==> src/rtl/fetch_unit.sv <==
// Instruction fetch stage: owns the PC, issues word fetches, and presents one registered instruction to the decoder.
// Latency: instValid rises on the edge that samples imemValid; sustains one instruction per cycle with zero-wait memory.
// Backpressure: a one-entry prefetch buffer absorbs one word while decodeReady=0, after which the request is dropped.
module fetch_unit #(
   parameter logic [31:0] RESET_PC = 32'h0000_0000,
   parameter logic [31:0] NOP_INST = 32'h0000_0013
) (
   input  logic        clk,
   input  logic        reset,
   output logic        imemReq,
   output logic [31:0] imemAddr,
   input  logic        imemValid,
   input  logic [31:0] imemData,
   input  logic        decodeReady,
   output logic        instValid,
   output logic [31:0] instruction,
   output logic [31:0] instPC,
   output logic [31:0] instPCPlus4,
   input  logic        redirect,
   input  logic [31:0] redirectTarget,
   output logic        misalignFault
);

   // IDLE: request off, waiting for the first edge after reset.
   // WAIT: request on, output register empty.
   // HOLD: output register valid, request on for the next PC.
   // FULL: output register and prefetch buffer both valid, request off.
   // HALT: misaligned redirect seen; only reset leaves this state.
   typedef enum logic [2:0] {
      IDLE = 3'd0,
      WAIT = 3'd1,
      HOLD = 3'd2,
      FULL = 3'd3,
      HALT = 3'd4
   } state_t;

   state_t      state;
   logic [31:0] pc;
   logic [31:0] buf_inst;
   logic [31:0] buf_pc;

   logic        redir_live;
   logic        redir_bad;

   // The request address is the PC itself, so it only moves when the PC register does.
   assign imemAddr = pc;

   // Link value for jal/jalr; wraps modulo 2^32 like the PC.
   assign instPCPlus4 = instPC + 32'd4;

   // Redirects only matter while fetching; IDLE and HALT ignore them.
   assign redir_live = redirect && ((state == WAIT) || (state == HOLD) || (state == FULL));
   assign redir_bad  = redir_live && (redirectTarget[1:0] != 2'b00);

   // Fetch FSM with registered outputs: PC, output register, prefetch buffer and fault flag.
   always_ff @(posedge clk or posedge reset) begin
      if (reset) begin
         state         <= IDLE;
         pc            <= RESET_PC;
         imemReq       <= 1'b0;
         instValid     <= 1'b0;
         instruction   <= NOP_INST;
         instPC        <= 32'd0;
         buf_inst      <= NOP_INST;
         buf_pc        <= 32'd0;
         misalignFault <= 1'b0;
      end else if (redir_bad) begin
         // A misaligned target is a fatal fetch error: stop fetching, keep the PC where it was.
         state         <= HALT;
         misalignFault <= 1'b1;
         imemReq       <= 1'b0;
         instValid     <= 1'b0;
         instruction   <= NOP_INST;
      end else if (redir_live) begin
         // Flush everything in flight, including any word returned this cycle and the buffer.
         state       <= WAIT;
         pc          <= redirectTarget;
         imemReq     <= 1'b1;
         instValid   <= 1'b0;
         instruction <= NOP_INST;
      end else begin
         case (state)
            IDLE: begin
               state   <= WAIT;
               imemReq <= 1'b1;
            end

            WAIT: begin
               // Output is empty, so decodeReady has nothing to consume here.
               if (imemValid) begin
                  state       <= HOLD;
                  instValid   <= 1'b1;
                  instruction <= imemData;
                  instPC      <= pc;
                  pc          <= pc + 32'd4;
               end
            end

            HOLD: begin
               if (decodeReady && imemValid) begin
                  // Streaming case: consume and refill in the same cycle.
                  instruction <= imemData;
                  instPC      <= pc;
                  pc          <= pc + 32'd4;
               end else if (decodeReady) begin
                  state       <= WAIT;
                  instValid   <= 1'b0;
                  instruction <= NOP_INST;
               end else if (imemValid) begin
                  // Decoder stalled: park the new word and stop requesting.
                  state    <= FULL;
                  buf_inst <= imemData;
                  buf_pc   <= pc;
                  pc       <= pc + 32'd4;
                  imemReq  <= 1'b0;
               end
            end

            FULL: begin
               // Request is low here, so imemValid carries nothing for us.
               if (decodeReady) begin
                  state       <= HOLD;
                  instruction <= buf_inst;
                  instPC      <= buf_pc;
                  imemReq     <= 1'b1;
               end
            end

            HALT: begin
               imemReq   <= 1'b0;
               instValid <= 1'b0;
            end

            default: begin
               state     <= HALT;
               imemReq   <= 1'b0;
               instValid <= 1'b0;
            end
         endcase
      end
   end

endmodule

==> config.mk <==
export PLATFORM = sky130hd
export DESIGN_NAME = fetch_unit
export DESIGN_NICKNAME = d
export VERILOG_FILES = /design/src/rtl/fetch_unit.sv
export SDC_FILE = /design/constraint.sdc
export NUM_CORES = 1
export LEC_CHECK = 0
export ABC_AREA = 1
export CAP_MARGIN = 20
export CORE_UTILIZATION = 47
export CTS_BUF_LIST = sky130_fd_sc_hd__clkbuf_16
export CTS_CLUSTER_DIAMETER = 120
export CTS_CLUSTER_SIZE = 14
export DETAILED_ROUTE_END_ITERATION = 10
export PLACE_DENSITY = 0.78
export RECOVER_POWER = 50
export SYNTH_ARGS = -nofsm -noshare
export SYNTH_HDL_FRONTEND = slang
export SYNTH_SLANG_ARGS = --single-unit
export TNS_END_PERCENT = 50
==> constraint.sdc <==
create_clock -name clk -period 5.5 [get_ports clk]
set_clock_uncertainty 0.1 [all_clocks]
set_input_delay 1.1 -clock clk [delete_from_list [all_inputs] [get_ports clk]]
set_output_delay 1.1 -clock clk [all_outputs]
set_load 0.01 [all_outputs]
==> metrics.md, run 1 <==
| Metric | Value |
|---|---|
| Outcome | complete, but fails checks |
| Failing checks | capacitance limit, slew limit |
| Max incr delay on CP | 550 ps |
| Fmax | 241 MHz |
| Clk sinks | 166 |
| TNS Setup | 0 ps |
| Die W | 142 um |
| Slowest CP cell | clkdlybuf4s50_1 |
| Max_cap viols | 1 |
| Share of the synthesized area in the top cell type | 0.435 |
| CTS clk-pin slew, worst paths | 70 ps |
| Worst skew pair latency | 430 ps |
| Mapped cell area | 9210 um2 |
| Most used cell, CP | nand2_1 |
| Largest net degree at the start of global routing | 167 |
| Syn. warnings | 0 |
| Initial antenna violation count | 0 |
| Hold WC Path Type | reg -> reg |
| Post-route clock period utilization | 0.754 |
| Final ANT Viol Nets | 0 |
| CTS Root Cell | clkbuf_16 |
| CP Cell Sequence | ha_1, nand2_1, nor2_1, nand2_1, nor3_1, nand3_1, nand2_1, clkdlybuf4s50_1 |
| Layout cells sized above 1 | 0.0372 |
| Hold buffer count at cts | 0 |
| Leak pwr | 5.73 nW |
| Top cells by count, synth | nand2_1 (438), o21ai_0 (173), dfrtp_1 (160) |
| # Post-CTS Setup Buffers | 0 |
| Io pins | 200 |
| Crit path kind | reg -> out |
| Mapped Cells | 1304 |
| Global-route wire length before repair | 41100 um |
| Worst EP arrival | 2950 ps |
| Vias in the first global route | 7980 |
| Cell accounting for the most synthesized area | dfrtp_1 |
| Net Count, Synth | 1375 |
| DRT iter0 DRCs | 686 |
| Diodes inserted | 0 |
| RSZ-0062 raised after global routing | no |
| GP Congestion | 0.927 |
| Crit path max fanout | 4 |
| # rows | 50 |
| Resize count post-CTS | 0 |
| CP delay by family, top | simple AND/OR/NAND/NOR gates |
| H-tree depth | 4 |
| Vias per cell | 5.17 |
| Detailed Routing Iterations Pass 1 | 5 |
| Die area | 20200 um2 |
| Seq/Total Area, Yosys | 0.452 |
| Rel. slew slack | -0.543 |
| Max-slew violation count | 167 |
| Number of synthesized register bits | 166 |
| Most frequent cell after synthesis | nand2_1 |
| Hold Fails Final Rpt | 0 |
| Die height | 142 um |
| Combined buffer and inverter count along the critical path | 1 |
| Post-route core utilization | 0.626 |
| Num CTS Buffers | 17 |
| Setup Viol. Count Final | 0 |
| Top cells by area, synth | dfrtp_1 (43%), nand2_1 (18%), o21ai_0 (9.4%) |
| Minimum clock period | 4150 ps |
| Tot GR Track Use | 0.262 |
| Final WL | 25800 um |
| Power, Total | 2.63 mW |
| Worst-Margin Slew | 2310 ps |
| Wire per inst | 14.9 um |
| Initial Utilization | 0.486 |
| Final HPWL DP | 18400 um |
| CP endpoint kind | primary output |
| Peak VDD IR | 0.218 mV |
| Via count | 8981 |
| CP Launch Type | register |
| CP Data Required Time | 4300 ps |
| Yosys cell types | 32 |
| Core area | 19000 um2 |
| # DRC | 0 |
| GRT overflow | 0 |
| Syn Area/Cell | 7.06 um2 |
| PwrDens | 221 nW/um2 |
| Synth async-reset ratio | 1.00 |
| Pre-CTS setup slack | 1270 ps |
| Layout area overhead | 28.9% |
| CTS tree | done |
| Nets | 1536 |
| Worst setup margin | 1350 ps |
| Main flop type after synthesis | dfrtp_1 |
| Max clock buf depth | 2 |
| Count of input and output buffers | 199 |
| Number of synthesized flops with an enable pin | 0 |
## logic make-up (layout without fill, tap and decap cells)
group / after synthesis / after routing / share of synthesized area
AO/OA/AOI/OAI: 215 / 215 / 0.121
XOR/XNOR: 32 / 32 / 0.0304
adder cells (fa/ha/maj): 2 / 2 / 0.00272
buffers and inverters: 187 / 361 / 0.0829
flip-flops: 166 / 166 / 0.452
AND/OR/NAND/NOR: 702 / 702 / 0.311
## state kept, by name, indices dropped and copies added (netlist names)
| signal | cells |
|---|---|
| buf_inst | 32 |
| buf_pc | 32 |
| imemAddr | 32 |
| instPC | 32 |
| instruction | 32 |
| state | 3 |
| imemReq | 1 |
| instValid | 1 |
| misalignFault | 1 |
## cell type report
class	count	area [um2]
fillers	1700	7080
repair buffers	205	2040
clock buffers	17	425
inverters	124	472
clock inverters	15	140
multi-input cells	951	4310
flip-flops and latches	166	4160
well taps	260	325
## per-layer routing
layer | vias up | part of all wire | global-route usage
met3 | 36 | 0.065 | 0.0538
met2 | 324 | 0.45 | 0.400
li1 | 4461 | - | -
met5 | - | 0 | 0
met4 | 0 | 0.026 | 0.0990
met1 | 4160 | 0.46 | 0.365
## worst reg2reg max path: stages, from the launching register on
cell,delay [ps]
dfrtp_1,430
nor2_1,70
nor2_1,230
nand2_1,270
buf_4,410
nand3_1,220
nand2_1,80
nor2_2,710
nand3_1,140
and2_1,200
## metrics by stage
stage,std cells,cell area (um2),hold WS [ps]
after floorplan,1304,9210,353
after global placement,1706,11300,354
after detailed placement,1706,11300,358
after CTS,1738,11900,376
after global routing,1738,11900,398
final,1738,11900,364
## placed cells by master (no fill, tap or decap), types with 2 or more instances in the layout
master           instances
nand3_1                 90
dlygate4sd3_1           63
dfstp_2                  6
and2_1                   2
nor2_4                   3
o211ai_1                 5
clkinvlp_4               3
o21ai_1                 10
clkdlybuf4s50_1        136
nand2_2                  2
nand3_2                  2
nor4_1                   2
dfrtp_1                160
bufinv_16                2
xor2_1                  31
nand4_1                 14
a21oi_1                 16
nand2_1                438
nor2_1                 125
buf_4                    5
inv_1                  122
o21a_1                   9
clkinv_2                 3
clkbuf_16               17
inv_2                    3
o21ai_0                174
inv_6                    3
nor3_1                  19
ha_1                     2
## report_power, final
group	total, mW	internal [mW]	switching (mW)
registers	1.28	1.25	0.0248
logic	0.196	0.0886	0.107
clock network	1.16	0.664	0.493
total	2.63	2.00	0.625
## final timing paths
| check | startpoint | end | slack [ps] | cells past startpoint |
|---|---|---|---|---|
| min reg2reg | misalignFault$_DFFE_PP0N_ | misalignFault$_DFFE_PP0N_ | 360 | 2 |
| min | misalignFault$_DFFE_PP0N_ | misalignFault$_DFFE_PP0N_ | 360 | 2 |
| max | instPC[3]$_DFFE_PP0P_ | instPCPlus4[28] | 1350 | 8 |
| max in group asynchronous | reset | instruction[6]$_DFFE_PP0P_ | 1940 | 3 |
| min in group asynchronous | reset | imemAddr[25]$_DFFE_PP0P_ | 1770 | 3 |
| max reg2reg | state[0]$_DFFE_PP0P_ | imemAddr[11]$_DFFE_PP0P_ | 2530 | 9 |
No activity file was read; power rests on OpenSTA's default activity.
==> inputs of run 2 (changes only) <==
==> constraint.sdc (replaced) <==
create_clock -name clk -period 3.8 [get_ports clk]
set_clock_uncertainty 0.1 [all_clocks]
set_input_delay 0.76 -clock clk [delete_from_list [all_inputs] [get_ports clk]]
set_output_delay 0.76 -clock clk [all_outputs]
set_load 0.01 [all_outputs]
==> run 2 against run 1 <==
  * The flow still finishes with violations (capacitance limit, slew limit)
  * Sequential power rose by 45%
  * Clock power rose by 46%
  * Non-clock buffer count up 12
  * Cell area grew 0.85%
  * Die area did not move
  * Largest power group unchanged
==> metrics.md, run 2 (same netlist as run 1, synthesis figures left out) <==
| Metric | Value |
|---|---|
| Max_cap viols | 1 |
| Final ANT Viol Nets | 0 |
| Layout area overhead | 30.0% |
| DRT iter0 DRCs | 828 |
| CP Launch Type | register |
| GRT overflow | 0 |
| Vias per cell | 5.21 |
| Fmax | 283 MHz |
| Die height | 142 um |
| Global-route wire length before repair | 43200 um |
| # Post-CTS Setup Buffers | 0 |
| Peak VDD IR | 0.334 mV |
| Io pins | 200 |
| PwrDens | 319 nW/um2 |
| Outcome | complete, but fails checks |
| Hold Fails Final Rpt | 0 |
| Most frequent cells in the layout | nand2_1 (438), o21ai_0 (174), dfrtp_1 (160) |
| Initial Utilization | 0.486 |
| Final HPWL DP | 19300 um |
| Worst-Margin Slew | 1590 ps |
| Rel. slew slack | -0.0588 |
| CTS clk-pin slew, worst paths | 70 ps |
| Wire per inst | 15.3 um |
| Worst hold slack | 375 ps |
| Crit path max fanout | 5 |
| Max-slew violation count | 31 |
| Tot GR Track Use | 0.275 |
| # DRC | 0 |
| Worst EP arrival | 2670 ps |
| Power, Total | 3.82 mW |
| Detailed Routing Iterations Pass 1 | 5 |
| Crit path kind | reg -> out |
| Vias in the first global route | 8282 |
| Leak pwr | 5.78 nW |
| CP endpoint kind | primary output |
| Max clock buf depth | 2 |
| Num CTS Buffers | 17 |
| TNS Setup | 0 ps |
| Final WL | 26700 um |
| Clk sinks | 166 |
| Largest net degree at the start of global routing | 65 |
| Hold WC Path Type | reg -> reg |
| Nets | 1548 |
| # fillers | 1731 |
| RSZ-0062 raised after global routing | no |
| Core area | 19000 um2 |
| Post-route clock period utilization | 0.930 |
| CP Data Required Time | 2940 ps |
| Placed Cells | 1718 |
| # rows | 50 |
| Initial antenna violation count | 0 |
| CTS Root Cell | clkbuf_16 |
| CTS tree | done |
| Final Non-Filler Cells | 1751 |
| Die area | 20200 um2 |
| Minimum clock period | 3530 ps |
| Via count | 9126 |
| Die W | 142 um |
| GP Congestion | 0.936 |
| Layout cells sized above 1 | 0.0450 |
| Count of input and output buffers | 199 |
| H-tree depth | 4 |
| Failing checks | capacitance limit, slew limit |
| Setup Viol. Count Final | 0 |
| Worst skew pair latency | 430 ps |
| Post-route core utilization | 0.632 |
| Commonest non-fill, non-tap cell in the layout | nand2_1 |
-- run 2: final cells by class --
cell class                 count  area (um2)  share of cell area
multi-input combinational    951        4320               0.361
sequential                   166        4160               0.348
timing repair buffer         217        2120               0.177
inverter                     124         469              0.0392
clock buffer                  17         425              0.0355
tap                          260         325              0.0272
clock inverter                15         148              0.0123
antenna                        1        2.50            0.000209
-- run 2: worst max-delay path: stages, from the launching register on --
cell	delay [ps]
dfrtp_1	410
nand2_1	120
nor2_1	230
nand2_1	200
nor2_4	200
nand4_1	150
nor2_1	230
xor2_1	160
clkdlybuf4s50_1	540
-- run 2: path summary, 6_finish.rpt --
kind | from | to | slack (ps) | cells after the start
worst max register to register | state[0]$_DFFE_PP0P_ | imemAddr[12]$_DFFE_PP0P_ | 1200 | 8
worst min-delay path | instruction[24]$_DFFE_PP0P_ | instruction[24]$_DFFE_PP0P_ | 370 | 2
worst min register to register | instruction[24]$_DFFE_PP0P_ | instruction[24]$_DFFE_PP0P_ | 370 | 2
max in group asynchronous | reset | buf_pc[12]$_DFFE_PP0P_ | 600 | 3
min in group asynchronous | reset | imemAddr[18]$_DFFE_PP0P_ | 970 | 2
worst max-delay path | instPC[6]$_DFFE_PP0P_ | instPCPlus4[31] | 270 | 8
-- run 2: timing repair --
action | CTS | global route
endpoints found under the setup margin | 0 | 2
gates resized for setup | 0 | 3
hold buffers | 0 | 0
-- run 2: metal layers --
layer / share of wire / GRT usage
met1: 0.45 / 0.382
met5: 0 / 0
met3: 0.068 / 0.0542
met4: 0.023 / 0.102
met2: 0.46 / 0.427
-- run 2: per-stage QoR --
| stage | worst slack [ps] | area (um2) |
|---|---|---|
| finish | 267 | 12000 |
| global route | 62.2 | 12000 |
| CTS | 32.9 | 12000 |
| detailed placement | 500 | 11400 |
| global placement | 573 | 11400 |
| floorplan | 832 | 9210 |
-- run 2: power by group --
| group | leakage (nW) | switching (mW) | internal (mW) |
|---|---|---|---|
| registers | 2.04 | 0.0373 | 1.81 |
| clock network | 0.277 | 0.772 | 0.917 |
| logic | 3.46 | 0.154 | 0.130 |
| total | 5.78 | 0.963 | 2.86 |
